--- config.mk ---
export PLATFORM = sky130hd
export DESIGN_NAME = wb_arbiter
export DESIGN_NICKNAME = d
export VERILOG_FILES = /design/src/rtl/wb_arbiter.sv
export SDC_FILE = /design/constraint.sdc
export NUM_CORES = 1
export LEC_CHECK = 0
export BUFFER_PORTS_ARGS = -buffer_cell sky130_fd_sc_hd__clkbuf_2
export CORE_ASPECT_RATIO = 0.7
export CORE_MARGIN = 4
export CORE_UTILIZATION = 30
export DETAILED_ROUTE_END_ITERATION = 10
export PLACE_DENSITY = 0.65
export SLEW_MARGIN = 25
export SYNTH_ARGS = -nofsm -noshare
export SYNTH_HDL_FRONTEND = slang
export SYNTH_SLANG_ARGS = --single-unit
--- constraint.sdc ---
create_clock -name clock -period 2.3 [get_ports clock]
set_input_delay 0.115 -clock clock [delete_from_list [all_inputs] [get_ports clock]]
set_output_delay 0.115 -clock clock [all_outputs]
set_load 0.01 [all_outputs]
--- src/rtl/wb_arbiter.sv ---
// wb_arbiter: register-file write-port arbiter with busy scoreboard.
// The ALU always wins. Load and mul/div share the remaining slots by round robin.
// Long-latency destinations are tracked in a busy vector that feeds a RAW hazard flag.
// Optional macro WB_BYPASS_EN enables same-cycle forwarding of the value being written.
module wb_arbiter #(
   parameter int unsigned DATA_W = 32,
   parameter int unsigned ADDR_W = 5
) (
   input  logic                       clock,
   input  logic                       reset,
   input  logic                       alu_valid,
   input  logic [ADDR_W-1:0]          alu_addr,
   input  logic [DATA_W-1:0]          alu_data,
   input  logic                       ld_valid,
   output logic                       ld_ready,
   input  logic [ADDR_W-1:0]          ld_addr,
   input  logic [DATA_W-1:0]          ld_data,
   input  logic                       md_valid,
   output logic                       md_ready,
   input  logic [ADDR_W-1:0]          md_addr,
   input  logic [DATA_W-1:0]          md_data,
   input  logic                       iss_valid,
   input  logic [ADDR_W-1:0]          iss_addr,
   input  logic [ADDR_W-1:0]          rs,
   input  logic [ADDR_W-1:0]          rt,
   output logic                       hazard,
   output logic [(1<<ADDR_W)-1:0]     busy,
   output logic                       RegWrite,
   output logic [ADDR_W-1:0]          waddr,
   output logic [DATA_W-1:0]          wb_data,
   output logic                       fwd_a_hit,
   output logic                       fwd_b_hit,
   output logic [DATA_W-1:0]          fwd_data
);

   localparam int unsigned NREG = 1 << ADDR_W;

   logic              rr_q, rr_d;
   logic              regwrite_q, regwrite_d;
   logic [ADDR_W-1:0] waddr_q, waddr_d;
   logic [DATA_W-1:0] wdata_q, wdata_d;
   logic [NREG-1:0]   busy_q, busy_d;

   // Grant logic: ALU blocks both, otherwise rr picks between competing load and mul/div
   always_comb begin
      ld_ready = !alu_valid && ld_valid && (!rr_q || !md_valid);
      md_ready = !alu_valid && md_valid && (rr_q || !ld_valid);
   end

   // Next-state for output stage, round-robin pointer and scoreboard
   always_comb begin
      rr_d       = rr_q;
      regwrite_d = 1'b0;
      waddr_d    = waddr_q;
      wdata_d    = wdata_q;
      busy_d     = busy_q;

      if (alu_valid) begin
         regwrite_d = (alu_addr != '0);
         waddr_d    = alu_addr;
         wdata_d    = alu_data;
      end else if (ld_ready) begin
         regwrite_d      = (ld_addr != '0);
         waddr_d         = ld_addr;
         wdata_d         = ld_data;
         rr_d            = 1'b1;
         busy_d[ld_addr] = 1'b0;
      end else if (md_ready) begin
         regwrite_d      = (md_addr != '0);
         waddr_d         = md_addr;
         wdata_d         = md_data;
         rr_d            = 1'b0;
         busy_d[md_addr] = 1'b0;
      end

      // Issue is applied after the clear so a same-cycle set wins
      if (iss_valid && (iss_addr != '0)) begin
         busy_d[iss_addr] = 1'b1;
      end
      busy_d[0] = 1'b0;
   end

   // State registers
   always_ff @(posedge clock or negedge reset) begin
      if (!reset) begin
         rr_q       <= 1'b0;
         regwrite_q <= 1'b0;
         waddr_q    <= '0;
         wdata_q    <= '0;
         busy_q     <= '0;
      end else begin
         rr_q       <= rr_d;
         regwrite_q <= regwrite_d;
         waddr_q    <= waddr_d;
         wdata_q    <= wdata_d;
         busy_q     <= busy_d;
      end
   end

   // RAW hazard on either decode source; register 0 is never busy
   always_comb begin
      hazard = ((rs != '0) && busy_q[rs]) || ((rt != '0) && busy_q[rt]);
   end

   assign busy     = busy_q;
   assign RegWrite = regwrite_q;
   assign waddr    = waddr_q;
   assign wb_data  = wdata_q;

`ifdef WB_BYPASS_EN
   // Forward the value the register file is writing this cycle
   always_comb begin
      fwd_a_hit = regwrite_q && (waddr_q == rs) && (rs != '0);
      fwd_b_hit = regwrite_q && (waddr_q == rt) && (rt != '0);
      fwd_data  = wdata_q;
   end
`else
   assign fwd_a_hit = 1'b0;
   assign fwd_b_hit = 1'b0;
   assign fwd_data  = '0;
`endif

endmodule

* Yosys cells after proc, flatten, opt, wreduce, memory -nomap -nowiden *
Cells that the tools add are included.
W data, S select, Z words.

word-level totals
  flip-flop bits (word level) = 70
  latch bits = 0
  bits in writable memories = 0
  bits in read-only memories = 0
  output and inout port bits = 107
  word-level logic and storage cells = 70
  memories = 0

cells by class
  add/sub/neg operators = 0
  multiply operators = 0
  div/mod/pow operators = 0
  order comparisons = 8
  equal/unequal tests = 0
  shift-type cells = 0
  mux-type cells = 25
  bitwise gates (word level) = 6
  reductions and logical operators = 26

operator list
  cell                  count
  $mux W32              7
  $and A32 B32 Y32      2
  $not A32 Y32          2
  $or A32 B32 Y32       1
  $lt A5 B6 Y1 const B  5
  $reduce_bool A5 Y1    6
  $demux W1 S5          3
  $ge A5 B1 Y1 const B  3
  $mux W5               3
  $bmux W1 S5           2
  $logic_and A1 B1 Y1   10
  $mux W1               10
  $logic_not A1 Y1      4
  $logic_or A1 B1 Y1    3
  $reduce_bool A3 Y1    1
  $reduce_and A2 Y1     1
  $reduce_bool A2 Y1    1
  $not A1 Y1            1

* Longest topological paths before layout *
Gate-level depths: netlist (run 1).

  word-level depth = 11
  depth in mapped cells = 8
  gate-level depth less buffers = 6

* Worst setup path before layout (run 1) *
No wires, ideal clock.

  kind = register to register
  start point = register rr_q
  end point = register wdata_q[23] (netlist: wb_data[23])
  library setup time = 0.125 ns
  arrival = 1.523 ns
  data required time = 2.175 ns
  setup slack = 0.653 ns
  stages on the path, launching flop included = 9
  path buffers = 3
  clock period less this slack = 1.647 ns
  cells stage by stage = dfrtp_1 > and2_1 > buf_6 > nand2b_4 > buf_6 > buf_6 > mux2i_1 > o21ai_1 > mux2_2

between the ends
  word-level cells in the longest chain between the ends = 5
  elaborated cells on any way between the ends = 8
  those cells by class = mux: 2; reduce/logical: 6

ends and longest elaborated chain
  element                 line  source
  from (decl)             38    logic rr_q, rr_d;
  from (signal assigned)  92    rr_q <= rr_d;
  $logic_not A1 Y1        46    ld_ready = !alu_valid && ld_valid && (!rr_q || !md_valid);
  $logic_or A1 B1 Y1      46
  $logic_and A1 B1 Y1     46
  $mux W32                62    end else if (ld_ready) begin
  $mux W32                58    if (alu_valid) begin
  to (signal assigned)    95    wdata_q <= wdata_d;
  to (decl)               41    logic [DATA_W-1:0] wdata_q, wdata_d;

Several ways; a longest one is shown, not always the timed one.
A chain may end at the register's enable or synchronous reset.

* Worst setup path after layout (run 1) *
  start point = register busy_q[2] (netlist: busy[2])
  end point = output hazard

between the ends
  word-level cells in the longest chain between the ends = 4
  elaborated cells on any way between the ends = 7
  those cells by class = mux: 4; reduce/logical: 3

ends and longest elaborated chain
  element                        line  source
  from (decl)                    42    logic [NREG-1:0] busy_q, busy_d;
  from (signal assigned)         96    busy_q <= busy_d;
  $bmux W1 S5                    102   hazard = ((rs != '0) && busy_q[rs]) || ((rt != '0) && busy_q[rt]);
  $mux W1 (not written as such)  102
  $logic_and A1 B1 Y1            102
  $logic_or A1 B1 Y1 *           102
  to (decl)                      26    output logic hazard,

Mark *: on every way between the ends. The rest lies on a longest branch, timed or not. The select of a mux whose other input is x is not followed.

==> results of run 1 <==
==> kinds of logic (layout without fill, tap and decap cells) <==
family | Yosys count | after routing | synth area share
simple gates | 127 | 127 | 0.160
compound gates | 116 | 116 | 0.171
mux | 81 | 81 | 0.205
buf+inv | 74 | 238 | 0.0987
flops | 70 | 70 | 0.364
other cells | 1 | 35 | 0.000780
==> per-layer routing <==
layer,vias to the layer above,share of wire
met5,-,0
met4,0,0.013
met3,11,0.071
met2,184,0.46
met1,2115,0.45
li1,2083,-
==> registers in the layout, summed over array words and instances (netlist names) <==
| register | cells |
|---|---|
| RegWrite | 1 |
| busy | 31 |
| rr_q | 1 |
| waddr | 5 |
| wb_data | 32 |
==> worst max-delay path, delay by kind of cell (launching register included) <==
family / cells / cell delay (ps)
mux: 1 / 480
simple gates: 4 / 600
buf+inv: 1 / 150
flops: 1 / 430
==> report_power, final <==
part / total [W] / internal (W) / switching, W / leakage [nW]
Sequential: 0.00168 / 0.00145 / 0.000233 / 0.837
Clock: 0.00148 / 0.000941 / 0.000541 / 0.144
Combinational: 0.00125 / 0.000612 / 0.000640 / 2.02
Total: 0.00442 / 0.00300 / 0.00141 / 3.00
==> how the worst min path moves through the flow <==
| stage | end | slack (ps) | cells after the start | start |
|---|---|---|---|---|
| final | busy[28] | 40 | 2 | iss_addr[1] |
| after detailed placement | busy[8] | 160 | 1 | reset |
| after global routing | busy[28] | 30 | 2 | iss_addr[0] |
| after global placement | busy[8] | 160 | 1 | reset |
| after floorplan | RegWrite | -180 | 0 | reset |
| after CTS | busy[28] | 30 | 2 | iss_addr[1] |
==> cell type report <==
| class | instances | share of cell area |
|---|---|---|
| Sequential cell | 70 | 0.284 |
| Tap cell | 200 | 0.0405 |
| Multi-Input combinational cell | 359 | 0.440 |
| Inverter | 8 | 0.00487 |
| Clock buffer | 9 | 0.0365 |
| Timing Repair Buffer | 215 | 0.180 |
| Clock inverter | 6 | 0.0142 |
==> cell usage in the layout, fill, tap and decap left out, types with 3 or more instances in the layout <==
cell,instances
nand2b_1,4
a22o_1,23
and3b_1,3
nor3b_1,3
nor2b_1,5
a31oi_1,4
o211ai_1,3
mux2i_1,41
nor4_4,3
mux2_2,27
a22oi_1,33
inv_2,3
nor3_1,6
buf_4,11
o21ai_1,35
nand3_1,9
conb_1,35
clkbuf_2,202
clkbuf_16,9
a32o_1,4
nor2_1,17
nand2_1,49
mux4_2,11
dfrtp_1,70
nand4_1,7
inv_1,5
clkinvlp_4,3
==> metrics by stage <==
| step | utilization | instance area, µm² | worst slack [ps] |
|---|---|---|---|
| 6_report | 0.396 | 6170 | 188 |
| 5_1_grt | 0.396 | 6170 | 83.2 |
| 4_1_cts | 0.396 | 6170 | 225 |
| 3_5_place_dp | 0.374 | 5840 | 415 |
| 3_3_place_gp | 0.374 | 5840 | 430 |
| 2_1_floorplan | - | 4930 | 653 |
==> repair_timing <==
| item | in CTS | in global routing |
|---|---|---|
| endpoints found under the hold margin | 42 | 0 |
| hold buffers | 2 | 0 |
| gates resized for setup | 0 | 0 |
==> impl_metrics.csv, run 1 <==
group,metric,value,unit
run_status,status,"finished clean",
critical_path,critical_path_class,"flop to primary output",
routing,avgViaCountPerCell,5.07,
critical_path,startpoint_type,"flop",
timing,drv_slew,0,
timing,setup_viol,0,
logic_synthesis,yosysSeqAreaShare,0.364,
clock_network,numCtsBuffers,9,
critical_path,r2r_setup_slack,450,ps
timing,tns,0,ps
floorplanning,io_pins,239,
routing,postRouteAntennaNets,0,
clock_network,insertion_delay,340,ps
placed_design,dp.cells,850,
layout,fin_nets,795,
global_routing,antenna_found_initial,0,
clock_network,cts_tree,"built",
logic_synthesis,syn_avg_cell_area,10.2,µm²
clock_network,h-tree-depth,3,
routing,drt_iter0_drc,346,
timing,finalClockSkew,11.9,ps
floorplanning,placementRows,38,
critical_path,r2r_cells,5,
timing,max_freq,474,MHz
logic_synthesis,yosysMostFrequentCell,"dfrtp_1",
global_routing,top_usage_layer,"met2",
routing,dr_total_vias,4393,
timing,whs,43.5,ps
logic_synthesis,synthesis.area,4810,µm²
routing,drc,0,
critical_path,cp_common_cell,"nand4_1",
clock_network,clk_path_buf_depth,2,
global_routing,grt_pass1_vias,4439,
timing,period_minus_slack,2110,ps
layout,multi_input_area,2710,µm²
job,cap_violations,0,
floorplanning,core,15600,µm²
critical_path,crit_path_start,"busy[2]",
critical_path,worstPathArrival,2000,ps
global_routing,overflow,0,
logic_synthesis,synth_ff_type,"dfrtp_1",
logic_synthesis,ys_types,54,
layout,drive_above_1_share,0.426,
critical_path,crit_path_end,"hazard",
clock_network,clkSlewWorstSetupHoldPaths,60,ps
logic_synthesis,synth_top_area_share,0.364,
critical_path,slowest_stage,"mux4_2",
logic_synthesis,netlist_instances,469,
floorplanning,dieArea,18100,µm²
layout,register_area,1750,µm²
timing,final_hold_viol_count,0,
timing,relSlewSlack,0.437,
floorplanning,die_x,159,µm
layout,fill_cells,1585,
layout,num_antenna_cells,0,
critical_path,cp_max_fo,4,
logic_synthesis,synth_common_cells,"dfrtp_1, nand2_1, mux2i_1",
critical_path,rr_endpoint,"busy[3]",
global_routing,grt_max_degree,60,
pwr,finalPower,0.00442,W
pwr,p_per_area,716,nW/µm²
critical_path,crit_path_max_incr_delay,480,ps
layout,areaGrowthSynthToFinish,28.4,%
placed_design,place.gp.congestion,0.908,
logic_synthesis,synth_edf_count,0,
critical_path,end_kind,"primary output",
floorplanning,start_util,0.308,
logic_synthesis,async_flop_share,1.00,
pwr,p_leak,3.00,nW
routing,dr.pass1.iters,5,
placed_design,io_buffers,203,
clock_network,cts.sinks,70,
global_routing,met1_usage,0.238,
logic_synthesis,yosysWarnings,0,
layout,finalNonFillerCells,867,
logic_synthesis,synth_top_cell_by_area,"dfrtp_1",
worst_hold_path,hp-class,"input port to flop",
critical_path,crit_path_cell_trace,"mux4_2 -> nor4b_1 -> nor2_1 -> nand4_1 -> nand4_1 -> clkbuf_2",
critical_path,regToRegStartpoint,"rr_q",
timing,tightestPinTransition,843,ps
critical_path,cp.required,2180,ps
global_routing,grt_use_total,0.171,
global_routing,met3_usage,0.0455,
clock_network,cts_root_buf,"clkbuf_16",
logic_synthesis,synth.ff_latch_count,70,
clock_network,post-cts-setup-buffer-count,0,
global_routing,met2_usage,0.269,
timing,rsz0062_at_grt,"no",
routing,wl_per_cell,18.3,µm
floorplanning,die_h,114,µm
timing,fin_crit_sh,0.918,
logic_synthesis,synth_area_leaders,"dfrtp_1, mux2i_1, mux2_2",
placed_design,dp_hpwl,12300,µm
routing,wl,15800,µm
global_routing,grt_pass1_wl,25000,µm
pwr,ir_worst_vdd,0.304,mV
Note: power is estimated with default switching activity, not from simulation.
==> inputs of run 2 (changes only) <==
--- a/config.mk
+++ b/config.mk
@@ -6,7 +6,6 @@
 export NUM_CORES = 1
 export LEC_CHECK = 0
 export BUFFER_PORTS_ARGS = -buffer_cell sky130_fd_sc_hd__clkbuf_2
-export CORE_ASPECT_RATIO = 0.7
 export CORE_MARGIN = 4
 export CORE_UTILIZATION = 30
 export DETAILED_ROUTE_END_ITERATION = 10
==> run 2 against run 1 <==
Critical path depth unchanged. Final cell count up 1.8%. Sequential power about the same. Worst setup slack better by 100 ps. Cell area up 0.28%. Count of clock-buffer cells in the layout up 1. Sequential share of layout area down 0.080 points. Register-to-register slack about the same. Global-route usage down 0.56 points. Maximum frequency up 4.9%. First-iteration DRC count down 28%. Core utilization down 0.33 points. Critical endpoint unchanged. Largest cell class unchanged. Highest routed layer unchanged.
==> impl_metrics.csv, run 2 (same netlist as run 1, synthesis figures left out) <==
group,metric,value,unit
floorplanning,io_pins,239,
critical_path,cp.required,2180,ps
global_routing,grt_use_total,0.166,
routing,drt_iter0_drc,250,
critical_path,critical_path_class,"flop to primary output",
pwr,ir_worst_vdd,0.304,mV
global_routing,grt_max_degree,71,
layout,drive_above_1_share,0.426,
routing,postRouteAntennaNets,0,
clock_network,cts_resized,0,
pwr,p_per_area,698,nW/µm²
timing,drv_slew,0,
placed_design,io_buffers,203,
critical_path,worstPathArrival,1900,ps
floorplanning,start_util,0.305,
clock_network,clk_path_buf_depth,2,
timing,setup_viol,0,
clock_network,post-cts-setup-buffer-count,0,
floorplanning,die_x,135,µm
floorplanning,core,15800,µm²
critical_path,end_kind,"primary output",
layout,largest_register_ffs,32,
routing,wl_per_cell,17.4,µm
placed_design,place.gp.congestion,0.860,
clock_network,cts.sinks,70,
clock_network,clkSlewWorstSetupHoldPaths,60,ps
layout,final_common_cell,"clkbuf_2",
clock_network,cts_tree,"built",
timing,rsz0062_at_grt,"no",
timing,max_freq,497,MHz
routing,dr_total_vias,4376,
global_routing,overflow,0,
global_routing,grt_pass1_wl,23300,µm
critical_path,cp_max_fo,4,
timing,relSlewSlack,0.551,
routing,drc,0,
critical_path,startpoint_type,"flop",
layout,final_cell_mix,"clkbuf_2, dfrtp_1, nand2_1, mux2i_1",
global_routing,grt_pass1_vias,4233,
run_status,status,"finished clean",
layout,fin_nets,793,
timing,fin_crit_sh,0.875,
clock_network,numCtsBuffers,9,
floorplanning,die_h,135,µm
job,cap_violations,0,
critical_path,regToRegStartpoint,"rr_q",
placed_design,dp_hpwl,12500,µm
worst_hold_path,hp-class,"input port to flop",
clock_network,insertion_delay,330,ps
timing,tns,0,ps
layout,areaGrowthSynthToFinish,28.8,%
timing,final_hold_viol_count,0,
layout,fill_cells,1583,
timing,finalClockSkew,4.81,ps
clock_network,h-tree-depth,3,
timing,period_minus_slack,2010,ps
worst_hold_path,hp-start,"alu_addr[2]",
clock_network,cts_root_buf,"clkbuf_16",
routing,dr.pass1.iters,4,
routing,avgViaCountPerCell,4.96,
layout,final_util,0.392,
timing,tightestPinTransition,671,ps
critical_path,crit_path_start,"busy[6]",
global_routing,antenna_found_initial,1,
pwr,p_leak,3.00,nW
floorplanning,dieArea,18100,µm²
routing,wl,15400,µm
floorplanning,placementRows,46,
run 2: area by class of cell:
| cell class | instances | area [µm²] | share of cell area |
|---|---|---|---|
| timing repair buffer | 213 | 1120 | 0.181 |
| tap | 216 | 270 | 0.0437 |
| inverter | 8 | 30.0 | 0.00485 |
| clock buffer | 10 | 239 | 0.0386 |
| clock inverter | 6 | 61.3 | 0.00990 |
| sequential | 70 | 1750 | 0.283 |
| antenna | 1 | 2.50 | 0.000404 |
| multi-input combinational | 359 | 2710 | 0.438 |
run 2: critical path, cell delays in order, from the launching register on:
cell and delay [ps]:
dfrtp_1 430, mux4_2 470, nor4b_1 260, nor2_1 70
nand4_1 100, nand4_1 100, clkbuf_2 140
run 2: metrics by stage:
step | cell area (µm²) | power [W] | std cells | hold WS, ps | worst slack [ps]
global placement | 5860 | 0.00294 | 864 | 308 | 472
finish | 6190 | 0.00432 | 883 | 39.7 | 288
detailed placement | 5860 | 0.00296 | 864 | 313 | 424
floorplan | 4930 | 0.00241 | 503 | -181 | 653
global route | 6190 | 0.00456 | 882 | 36.5 | 158
CTS | 6170 | 0.00437 | 881 | 21.3 | 286
run 2: path summary, 6_finish.rpt:
kind,cells after the start,to,slack [ps]
setup / recovery,6,hazard,290
hold / removal,2,waddr[2],40
setup reg to reg,6,wb_data[5],440
hold reg to reg,1,rr_q,490
max in group asynchronous,3,busy[25],1430
min in group asynchronous,2,wb_data[27],290
run 2: where the power goes:
| group | internal, W | total, W | switching [W] |
|---|---|---|---|
| Clock | 0.000865 | 0.00139 | 0.000529 |
| Sequential | 0.00145 | 0.00170 | 0.000246 |
| Combinational | 0.000614 | 0.00123 | 0.000616 |
| Total | 0.00293 | 0.00432 | 0.00139 |
run 2: metal layers:
metal / vias to the layer above / track usage / share of wire
li1: 2084 / - / -
met1: 2056 / 0.213 / 0.40
met2: 227 / 0.267 / 0.47
met3: 9 / 0.0529 / 0.11
met4: 0 / 0.0509 / 0.012
met5: - / 0 / 0
run 2: repair_timing:
item	in CTS	in global routing
setup endpoints to repair	0	0
endpoints found under the hold margin	70	0
hold buffers	1	0
